==> config.mk <==
export PLATFORM = sky130hd
export DESIGN_NAME = seg_scan_decoder_flat
export DESIGN_NICKNAME = d
export VERILOG_FILES = /design/src/rtl/seg_scan_decoder_if.sv /design/src/rtl/seg_scan_decoder.sv /design/src/flat_wrapper.sv
export SDC_FILE = /design/constraint.sdc
export NUM_CORES = 1
export LEC_CHECK = 0
export BUFFER_PORTS_ARGS = -buffer_cell sky130_fd_sc_hd__buf_2
export CAP_MARGIN = 20
export CELL_PAD_IN_SITES_DETAIL_PLACEMENT = 1
export CELL_PAD_IN_SITES_GLOBAL_PLACEMENT = 1
export CORE_MARGIN = 1
export CORE_UTILIZATION = 30
export CTS_CLUSTER_DIAMETER = 80
export CTS_CLUSTER_SIZE = 14
export DETAILED_ROUTE_END_ITERATION = 16
export PLACE_DENSITY = 0.64
export SLEW_MARGIN = 20
export SYNTH_ARGS = -nofsm -noshare
export SYNTH_HDL_FRONTEND = slang
export SYNTH_SLANG_ARGS = --single-unit
==> constraint.sdc <==
create_clock -name clk -period 7.2 [get_ports clk]
set_input_delay 1.08 -clock clk [delete_from_list [all_inputs] [get_ports clk]]
set_output_delay 1.08 -clock clk [all_outputs]
set_load 0.005 [all_outputs]
==> src/rtl/seg_scan_decoder_if.sv <==
// Bundle of the scanned display lines and the decoded frame outputs.
// The driver of the multiplexed display (or a bench) uses the master view;
// the decoder uses the slave view.
interface seg_scan_decoder_if;
  logic [6:0]  segments;      // cathodes, active-low, bit0=a .. bit6=g
  logic [3:0]  anode_active;  // digit enables, active-low, bit0 = rightmost
  logic [15:0] digits;        // last complete frame, digit n in [4n+3:4n]
  logic        frame_valid;   // one-cycle pulse when digits updates
  logic        err;           // one-cycle pulse on an illegal stable input
  logic        stale;         // no valid capture for TIMEOUT cycles

  modport master (
    output segments, anode_active,
    input  digits, frame_valid, err, stale
  );

  modport slave (
    input  segments, anode_active,
    output digits, frame_valid, err, stale
  );
endinterface

==> src/rtl/seg_scan_decoder.sv <==
// Recovers the four BCD digits shown on a scanned 7-segment display by
// sniffing its active-low cathode and anode lines. Each stable dwell is
// evaluated once; a frame is published when all four positions have been
// captured since the previous frame.
module seg_scan_decoder #(
  parameter int STABLE_CYCLES = 4,
  parameter int TIMEOUT       = 400000
) (
  input  logic                clk,
  input  logic                reset,
  seg_scan_decoder_if.slave   bus
);

  localparam int TW = $clog2(TIMEOUT + 1);

  logic [10:0]   r_in_q;
  logic [7:0]    r_stab_cnt;
  logic [3:0]    r_seen;
  logic [15:0]   r_shadow;
  logic [15:0]   r_digits;
  logic          r_frame_valid;
  logic          r_err;
  logic [TW-1:0] r_to_cnt;
  logic          r_stale;

  logic          w_change;
  logic          w_eval;
  logic [3:0]    w_anode;
  logic [6:0]    w_seg;
  logic [3:0]    w_sel;
  logic          w_pos_ok;
  logic          w_seg_ok;
  logic [3:0]    w_val;
  logic          w_capture;
  logic          w_bad;
  logic          w_complete;
  logic [15:0]   w_shadow_next;

  // in_q is about to change on this edge; the counter restarts with the new
  // sample, so a sample first seen at edge k reaches STABLE_CYCLES at edge
  // k+STABLE_CYCLES.
  assign w_change = ({bus.anode_active, bus.segments} != r_in_q);
  assign w_eval   = !w_change && (r_stab_cnt == 8'(STABLE_CYCLES - 1));

  assign w_anode  = r_in_q[10:7];
  assign w_seg    = r_in_q[6:0];
  assign w_sel    = ~w_anode;

  // Exactly one anode low selects a position; all-high is a blanking gap.
  always_comb begin
    w_pos_ok = 1'b0;
    case (w_anode)
      4'b1110, 4'b1101, 4'b1011, 4'b0111: w_pos_ok = 1'b1;
      default:                            w_pos_ok = 1'b0;
    endcase
  end

  // Active-low gfedcba pattern to BCD; anything else is not a digit.
  always_comb begin
    w_seg_ok = 1'b1;
    w_val    = 4'd0;
    case (w_seg)
      7'b1000000: w_val = 4'd0;
      7'b1111001: w_val = 4'd1;
      7'b0100100: w_val = 4'd2;
      7'b0110000: w_val = 4'd3;
      7'b0011001: w_val = 4'd4;
      7'b0010010: w_val = 4'd5;
      7'b0000010: w_val = 4'd6;
      7'b1111000: w_val = 4'd7;
      7'b0000000: w_val = 4'd8;
      7'b0010000: w_val = 4'd9;
      default:    w_seg_ok = 1'b0;
    endcase
  end

  assign w_capture  = w_eval && w_pos_ok && w_seg_ok;
  assign w_bad      = w_eval && (w_anode != 4'hF) && !(w_pos_ok && w_seg_ok);
  assign w_complete = w_capture && ((r_seen | w_sel) == 4'hF);

  // Shadow including a same-cycle capture, so a completing capture lands in
  // the published frame.
  generate
    for (genvar gi = 0; gi < 4; gi++) begin : g_slot
      assign w_shadow_next[4*gi+3:4*gi] =
        (w_capture && w_sel[gi]) ? w_val : r_shadow[4*gi+3:4*gi];
    end
  endgenerate

  // Input sample register and dwell stability counter.
  always_ff @(posedge clk or negedge reset) begin
    if (!reset) begin
      r_in_q     <= '0;
      r_stab_cnt <= '0;
    end else begin
      r_in_q <= {bus.anode_active, bus.segments};
      if (w_change)
        r_stab_cnt <= '0;
      else if (r_stab_cnt != 8'(STABLE_CYCLES))
        r_stab_cnt <= r_stab_cnt + 8'd1;
    end
  end

  // Frame assembly: shadow slots, seen mask, published digits and pulses.
  always_ff @(posedge clk or negedge reset) begin
    if (!reset) begin
      r_seen        <= '0;
      r_shadow      <= '0;
      r_digits      <= '0;
      r_frame_valid <= 1'b0;
      r_err         <= 1'b0;
    end else begin
      r_shadow      <= w_shadow_next;
      r_frame_valid <= w_complete;
      r_err         <= w_bad;
      if (w_complete) begin
        r_digits <= w_shadow_next;
        r_seen   <= '0;
      end else if (w_capture) begin
        r_seen   <= r_seen | w_sel;
      end
    end
  end

  // Staleness watchdog: saturating count of cycles since the last capture.
  always_ff @(posedge clk or negedge reset) begin
    if (!reset) begin
      r_to_cnt <= '0;
      r_stale  <= 1'b0;
    end else if (w_capture) begin
      r_to_cnt <= '0;
      r_stale  <= 1'b0;
    end else if (r_to_cnt != TW'(TIMEOUT)) begin
      r_to_cnt <= r_to_cnt + 1'b1;
      if (r_to_cnt == TW'(TIMEOUT - 1))
        r_stale <= 1'b1;
    end
  end

  assign bus.digits      = r_digits;
  assign bus.frame_valid = r_frame_valid;
  assign bus.err         = r_err;
  assign bus.stale       = r_stale;

endmodule

==> src/flat_wrapper.sv <==
// flat-port wrapper written by rule: the top's interface ports become plain ports
module seg_scan_decoder_flat 
#(
  parameter int STABLE_CYCLES = 4,
  parameter int TIMEOUT       = 400000
)
  (clk, reset, bus_segments, bus_anode_active, bus_digits, bus_frame_valid, bus_err, bus_stale);
  seg_scan_decoder_if bus_i ();
  input  logic clk;
  input  logic reset;
  input wire logic [$bits(bus_i.segments)-1:0] bus_segments;
  input wire logic [$bits(bus_i.anode_active)-1:0] bus_anode_active;
  output wire logic [$bits(bus_i.digits)-1:0] bus_digits;
  output wire logic [$bits(bus_i.frame_valid)-1:0] bus_frame_valid;
  output wire logic [$bits(bus_i.err)-1:0] bus_err;
  output wire logic [$bits(bus_i.stale)-1:0] bus_stale;
  assign bus_i.segments = bus_segments;
  assign bus_i.anode_active = bus_anode_active;
  assign bus_digits = bus_i.digits;
  assign bus_frame_valid = bus_i.frame_valid;
  assign bus_err = bus_i.err;
  assign bus_stale = bus_i.stale;
  seg_scan_decoder #(.STABLE_CYCLES(STABLE_CYCLES), .TIMEOUT(TIMEOUT)) u_core (.clk(clk), .reset(reset), .bus(bus_i));
endmodule
Word-level counts from Yosys, hierarchy flattened
Index checks and enable logic that the tools add are counted.
{"block": "op_classes", "n_addsub": 2, "eq_ne": 20, "muxes": 16, "n_bitwise": 2, "n_reduce_logical": 21}
{"cell": "2-to-1 mux 19 bit", "count": 2}
{"cell": "one-hot mux 4 bit (9 select lines)", "count": 1}
{"cell": "2-to-1 mux 4 bit", "count": 6}
{"cell": "equality test 7 x 5 -> 1 bit (second input constant)", "count": 3}
{"cell": "equality test 7 bit (second input constant)", "count": 3}
{"cell": "adder 19 x 1 -> 19 bit (second input constant)", "count": 1}
{"cell": "equality test 19 bit (second input constant)", "count": 1}
{"cell": "!= test 19 bit (second input constant)", "count": 1}
{"cell": "equality test 4 bit (second input constant)", "count": 4}
{"cell": "2-to-1 mux 8 bit", "count": 2}
{"cell": "equality test 7 x 6 -> 1 bit (second input constant)", "count": 2}
{"cell": "logical AND 1 bit", "count": 11}
{"cell": "!= test 11 bit", "count": 1}
{"cell": "OR reduction 10 bit", "count": 1}
{"cell": "adder 8 x 1 -> 8 bit (second input constant)", "count": 1}
{"cell": "equality test 8 x 2 -> 1 bit (second input constant)", "count": 1}
{"cell": "!= test 8 x 3 -> 1 bit (second input constant)", "count": 1}
{"cell": "nonzero test 2 bit", "count": 4}
{"cell": "equality test 7 x 2 -> 1 bit (second input constant)", "count": 1}
{"cell": "logical NOT 7 bit", "count": 1}
{"cell": "2-to-1 mux 1 bit", "count": 5}
{"cell": "equality test 4 x 3 -> 1 bit (second input constant)", "count": 1}
{"cell": "!= test 4 bit (second input constant)", "count": 1}
{"cell": "NOT 4 bit", "count": 1}
{"cell": "4 further kinds", "count": 5}
{"block": "word_totals", "register_bits": 77, "input_bits": 13, "out_inout_bits": 19, "elab_cells": 70}

Logic depth before layout (Yosys ltp)
{"block": "depth", "ltp_word": 7, "mapped_depth": 8, "depth_no_buf": 7}

Worst setup path before layout
No wires, ideal clock.
{"block": "synth_timing", "kind": "input-to-reg", "startpoint": "in bus_anode_active[2]", "endpoint": "reg u_core.r_digits[10], in the netlist u_core.bus.digits[10]", "setup_time_ns": 0.127, "t_arrival_ns": 2.883, "required_ns": 7.073, "setup_slack_ns": 4.190, "path_stages": 6, "n_path_buf": 1, "cell_sequence": "xor2_1 -> nor4_2 -> nand4_2 -> a2111oi_4 -> buf_4 -> mux2_1"}
{"block": "synth_between", "elab_chain_cells": 7, "word_cells_on_any_way": 8, "cone_classes": "eq/ne: 1; mux: 1; reduce/logical: 6"}
{"item": "start: declaration", "line_no": "flat_wrapper.sv:12", "rtl": "input wire logic [$bits(bus_i.anode_active)-1:0] bus_anode_active;"}
{"item": "!= test 11 bit (*)", "line_no": "seg_scan_decoder.sv:42", "rtl": "assign w_change = ({bus.anode_active, bus.segments} != r_in_q);"}
{"item": "logical NOT 1 bit (*)", "line_no": "seg_scan_decoder.sv:43", "rtl": "assign w_eval = !w_change && (r_stab_cnt == 8'(STABLE_CYCLES - 1));"}
{"item": "logical AND 1 bit (*)", "line_no": "seg_scan_decoder.sv:43"}
{"item": "logical AND 1 bit (*) (2 in series)", "line_no": "seg_scan_decoder.sv:77", "rtl": "assign w_capture = w_eval && w_pos_ok && w_seg_ok;"}
{"item": "logical AND 1 bit", "line_no": "seg_scan_decoder.sv:86", "rtl": "(w_capture && w_sel[gi]) ? w_val : r_shadow[4*gi+3:4*gi];"}
{"item": "2-to-1 mux 4 bit", "line_no": "seg_scan_decoder.sv:86"}
{"item": "end signal: assignment", "line_no": "seg_scan_decoder.sv:117", "rtl": "r_digits <= w_shadow_next;"}
{"item": "end: declaration", "line_no": "seg_scan_decoder.sv:20", "rtl": "logic [15:0] r_digits;"}
Every way passes the cells marked *; elsewhere a longest branch is shown, timed or not.
A chain may end at the register's enable or synchronous reset.

Worst setup path after layout
{"block": "layout_timing", "startpoint": "in bus_anode_active[2]", "endpoint": "reg u_core.r_digits[8], in the netlist u_core.bus.digits[8]"}
The elaborated chain is that of the path after synthesis.

==> metrics.yaml <==
fin_nets: 389
path_clk_slew_ns: 0.06
die_x_um: 116
whs_ns: 0.477
synth_seq_area_share: 0.497
fin_area_mm2: 0.00449
post_cts_buffers: 0
cellPowerDensity_mw_per_mm2: 207
multi_input_area_mm2: 0.00184
fmax_ghz: 0.321
power_mw: 0.930
syn_nets: 360
avgViaCountPerCell: 4.89
synth_edf_count: 0
dp_cells: 533
synth_ff_type: "dfrtp_1"
report.final.slew_viol_count: 0
drc: 0
power_leakage_nw: 1.99
hold_class: "reg -> reg"
tns_ns: 0
grt_max_degree: 78
clk-insertion-delay-late_ns: 0.34
fill_cells: 1445
cts_root_buf: "clkbuf_16"
worstPathRequired_ns: 7.42
ys_top_cells_by_area: "dfrtp_1 50%, xor2_1 5.4%, mux2_1 4.6%"
fp.dieH_um: 116
avgRoutedWirePerCell_um: 15.5
slowest_stage: "nand4_2"
design.core.area_mm2: 0.0126
cp-start-kind: "primary input"
setup_viol: 0
start_util: 0.307
final_layout_size_suffix_gt1_frac: 0.220
cp_cell_sequence: "buf_2 > xor2_1 > nor4_2 > nand4_2 > a2111oi_4 > buf_4 > mux2_1"
antenna_found_initial: 0
worstSetupEndpointType: "register"
netlist_area_mm2: 0.00388
yosys.area.top_type_share: 0.497
drtIter0Drc: 103
place_ws_ns: 3.70
ant_nets: 0
areaGrowthSynthToFinish_pct: 15.7
critical-path-top-delay-family: "simple AND/OR/NAND/NOR gates"
hold_viol_final: 0
crit_type: "in -> reg"
slew_headroom: 0.457
num_io_pins: 32
clock_path_buffers: 2
syn_inst: 343
period_minus_slack_ns: 3.12
h-tree-depth: 3
rsz0062_at_grt: "no"
io_buffers: 31
slowest_delay_ns: 0.45
grt_usage: 0.145
num_vias: 2684
fin_cells: 549
layout_setup_ws_ns: 4.08
min_period_over_period: 0.433
path_buf_inv: 2
clock-sinks: 77
placed_area_mm2: 0.00419
numCtsBuffers: 9
grt_pass1_wl_um: 14600
routabilityCongestion: 0.746
gr-total-overflow: 0
utilization: 0.356
cp_data_arrival_time_ns: 3.33
seqCellArea_mm2: 0.00193
ys_seq_elements: 77
synthArstFlopShare: 1.00
ys_types: 51
finClkSkew_ns: 0.00798
yosys-top-cells-count: "77 x dfrtp_1, 30 x nand2_1, 30 x nor2_1"
cts_tree: "done"
yosys_warnings: 0
worst_pin_slew_ns: 0.812
yosysTopAreaCell: "dfrtp_1"
wl_um: 8530
maxCapViolations: 0
holdBufCountCts: 0
path_max_fanout: 20
ir_drop_mv: 0.110
dp_hpwl_um: 5760
antenna_cells: 0
die_area_mm2: 0.0134
first_pass_iters: 4
rows: 41
grt_pass1_vias: 2751
yosysMostFrequentCell: "dfrtp_1"
syn_area_per_cell_um2: 11.3
status: "finished, final reports clean"
cts-resized-gates: 0
==> cells by family (layout without fill, tap and decap cells) <==
kind of cell | after synthesis | in the layout | synth area share
AO/OA/AOI/OAI | 51 | 51 | 0.118
XOR/XNOR | 33 | 33 | 0.0745
adder cells (fa/ha/maj) | 4 | 4 | 0.0129
buffers and inverters | 26 | 60 | 0.0319
flip-flops | 77 | 77 | 0.497
multiplexers | 35 | 35 | 0.101
AND/OR/NAND/NOR | 117 | 117 | 0.165
==> path summary, 6_finish.rpt <==
kind,startpoint,endpoint,slack [ns],cells after the start
max,bus_anode_active[2],u_core.bus.digits[8]$_DFFE_PN0P_,4.08,7
min,u_core.bus.digits[7]$_DFFE_PN0P_,u_core.bus.digits[7]$_DFFE_PN0P_,0.48,1
max reg2reg,u_core.r_in_q[9]$_DFF_PN0_,u_core.bus.digits[8]$_DFFE_PN0P_,4.21,6
min reg2reg,u_core.bus.digits[7]$_DFFE_PN0P_,u_core.bus.digits[7]$_DFFE_PN0P_,0.48,1
max in group asynchronous,reset,u_core.r_to_cnt[17]$_DFFE_PN0P_,5.94,1
min in group asynchronous,reset,u_core.r_shadow[1]$_DFF_PN0_,0.78,1
==> area by class of cell <==
| type | count | area share |
|---|---|---|
| Clock buffer | 11 | 0.0519 |
| Clock inverter | 5 | 0.0131 |
| Inverter | 11 | 0.00920 |
| Multi-Input combinational cell | 240 | 0.409 |
| Sequential cell | 77 | 0.429 |
| Tap cell | 172 | 0.0480 |
| Timing Repair Buffer | 33 | 0.0393 |
==> routing by layer <==
metal,vias up,GRT usage,share of wire
li1,1267,-,-
met4,0,0.0504,0.014
met5,-,0,0
met1,1354,0.184,0.46
met3,9,0.0455,0.045
met2,54,0.233,0.48
==> power by group <==
group | total (mW) | internal (mW) | switching, mW
Clock | 0.447 | 0.269 | 0.177
Combinational | 0.0362 | 0.0115 | 0.0247
Sequential | 0.447 | 0.436 | 0.0116
Total | 0.930 | 0.716 | 0.214
==> placed cells by master (no fill, tap or decap), types with 3 or more instances in the layout <==
cell type  instances
nor4bb_1           4
mux2i_1            3
a2111oi_4          5
buf_2             30
nand4_1            4
mux2_2            16
nand2b_1           3
o21ai_0           20
nor4_1             4
ha_1               4
xnor2_1            9
dfrtp_1           77
or3_1              3
mux2_1            16
inv_1             11
clkbuf_16          9
and3_1             4
xor2_1            24
nor2_1            30
o21ba_1            4
nor3_1             5
nand2_1           30
nand3_1           13
a21oi_1            6
==> worst reg2reg max path, cell delays in order (launching register included) <==
cell and delay, ns:
dfrtp_1 0.73, xor2_1 0.15, nor4_2 0.43, nand4_2 0.45, a2111oi_4 0.43, buf_4 0.32
mux2_1 0.37
==> state kept, by name (all words and copies together) (netlist names) <==
register / count
u_core.bus.digits: 16
u_core.r_stab_cnt: 8
u_core.bus.err: 1
u_core.r_in_q: 11
u_core.r_seen: 4
u_core.r_to_cnt: 19
u_core.r_shadow: 16
u_core.bus.stale: 1
u_core.bus.frame_valid: 1
(Power assumes the default switching activity.)
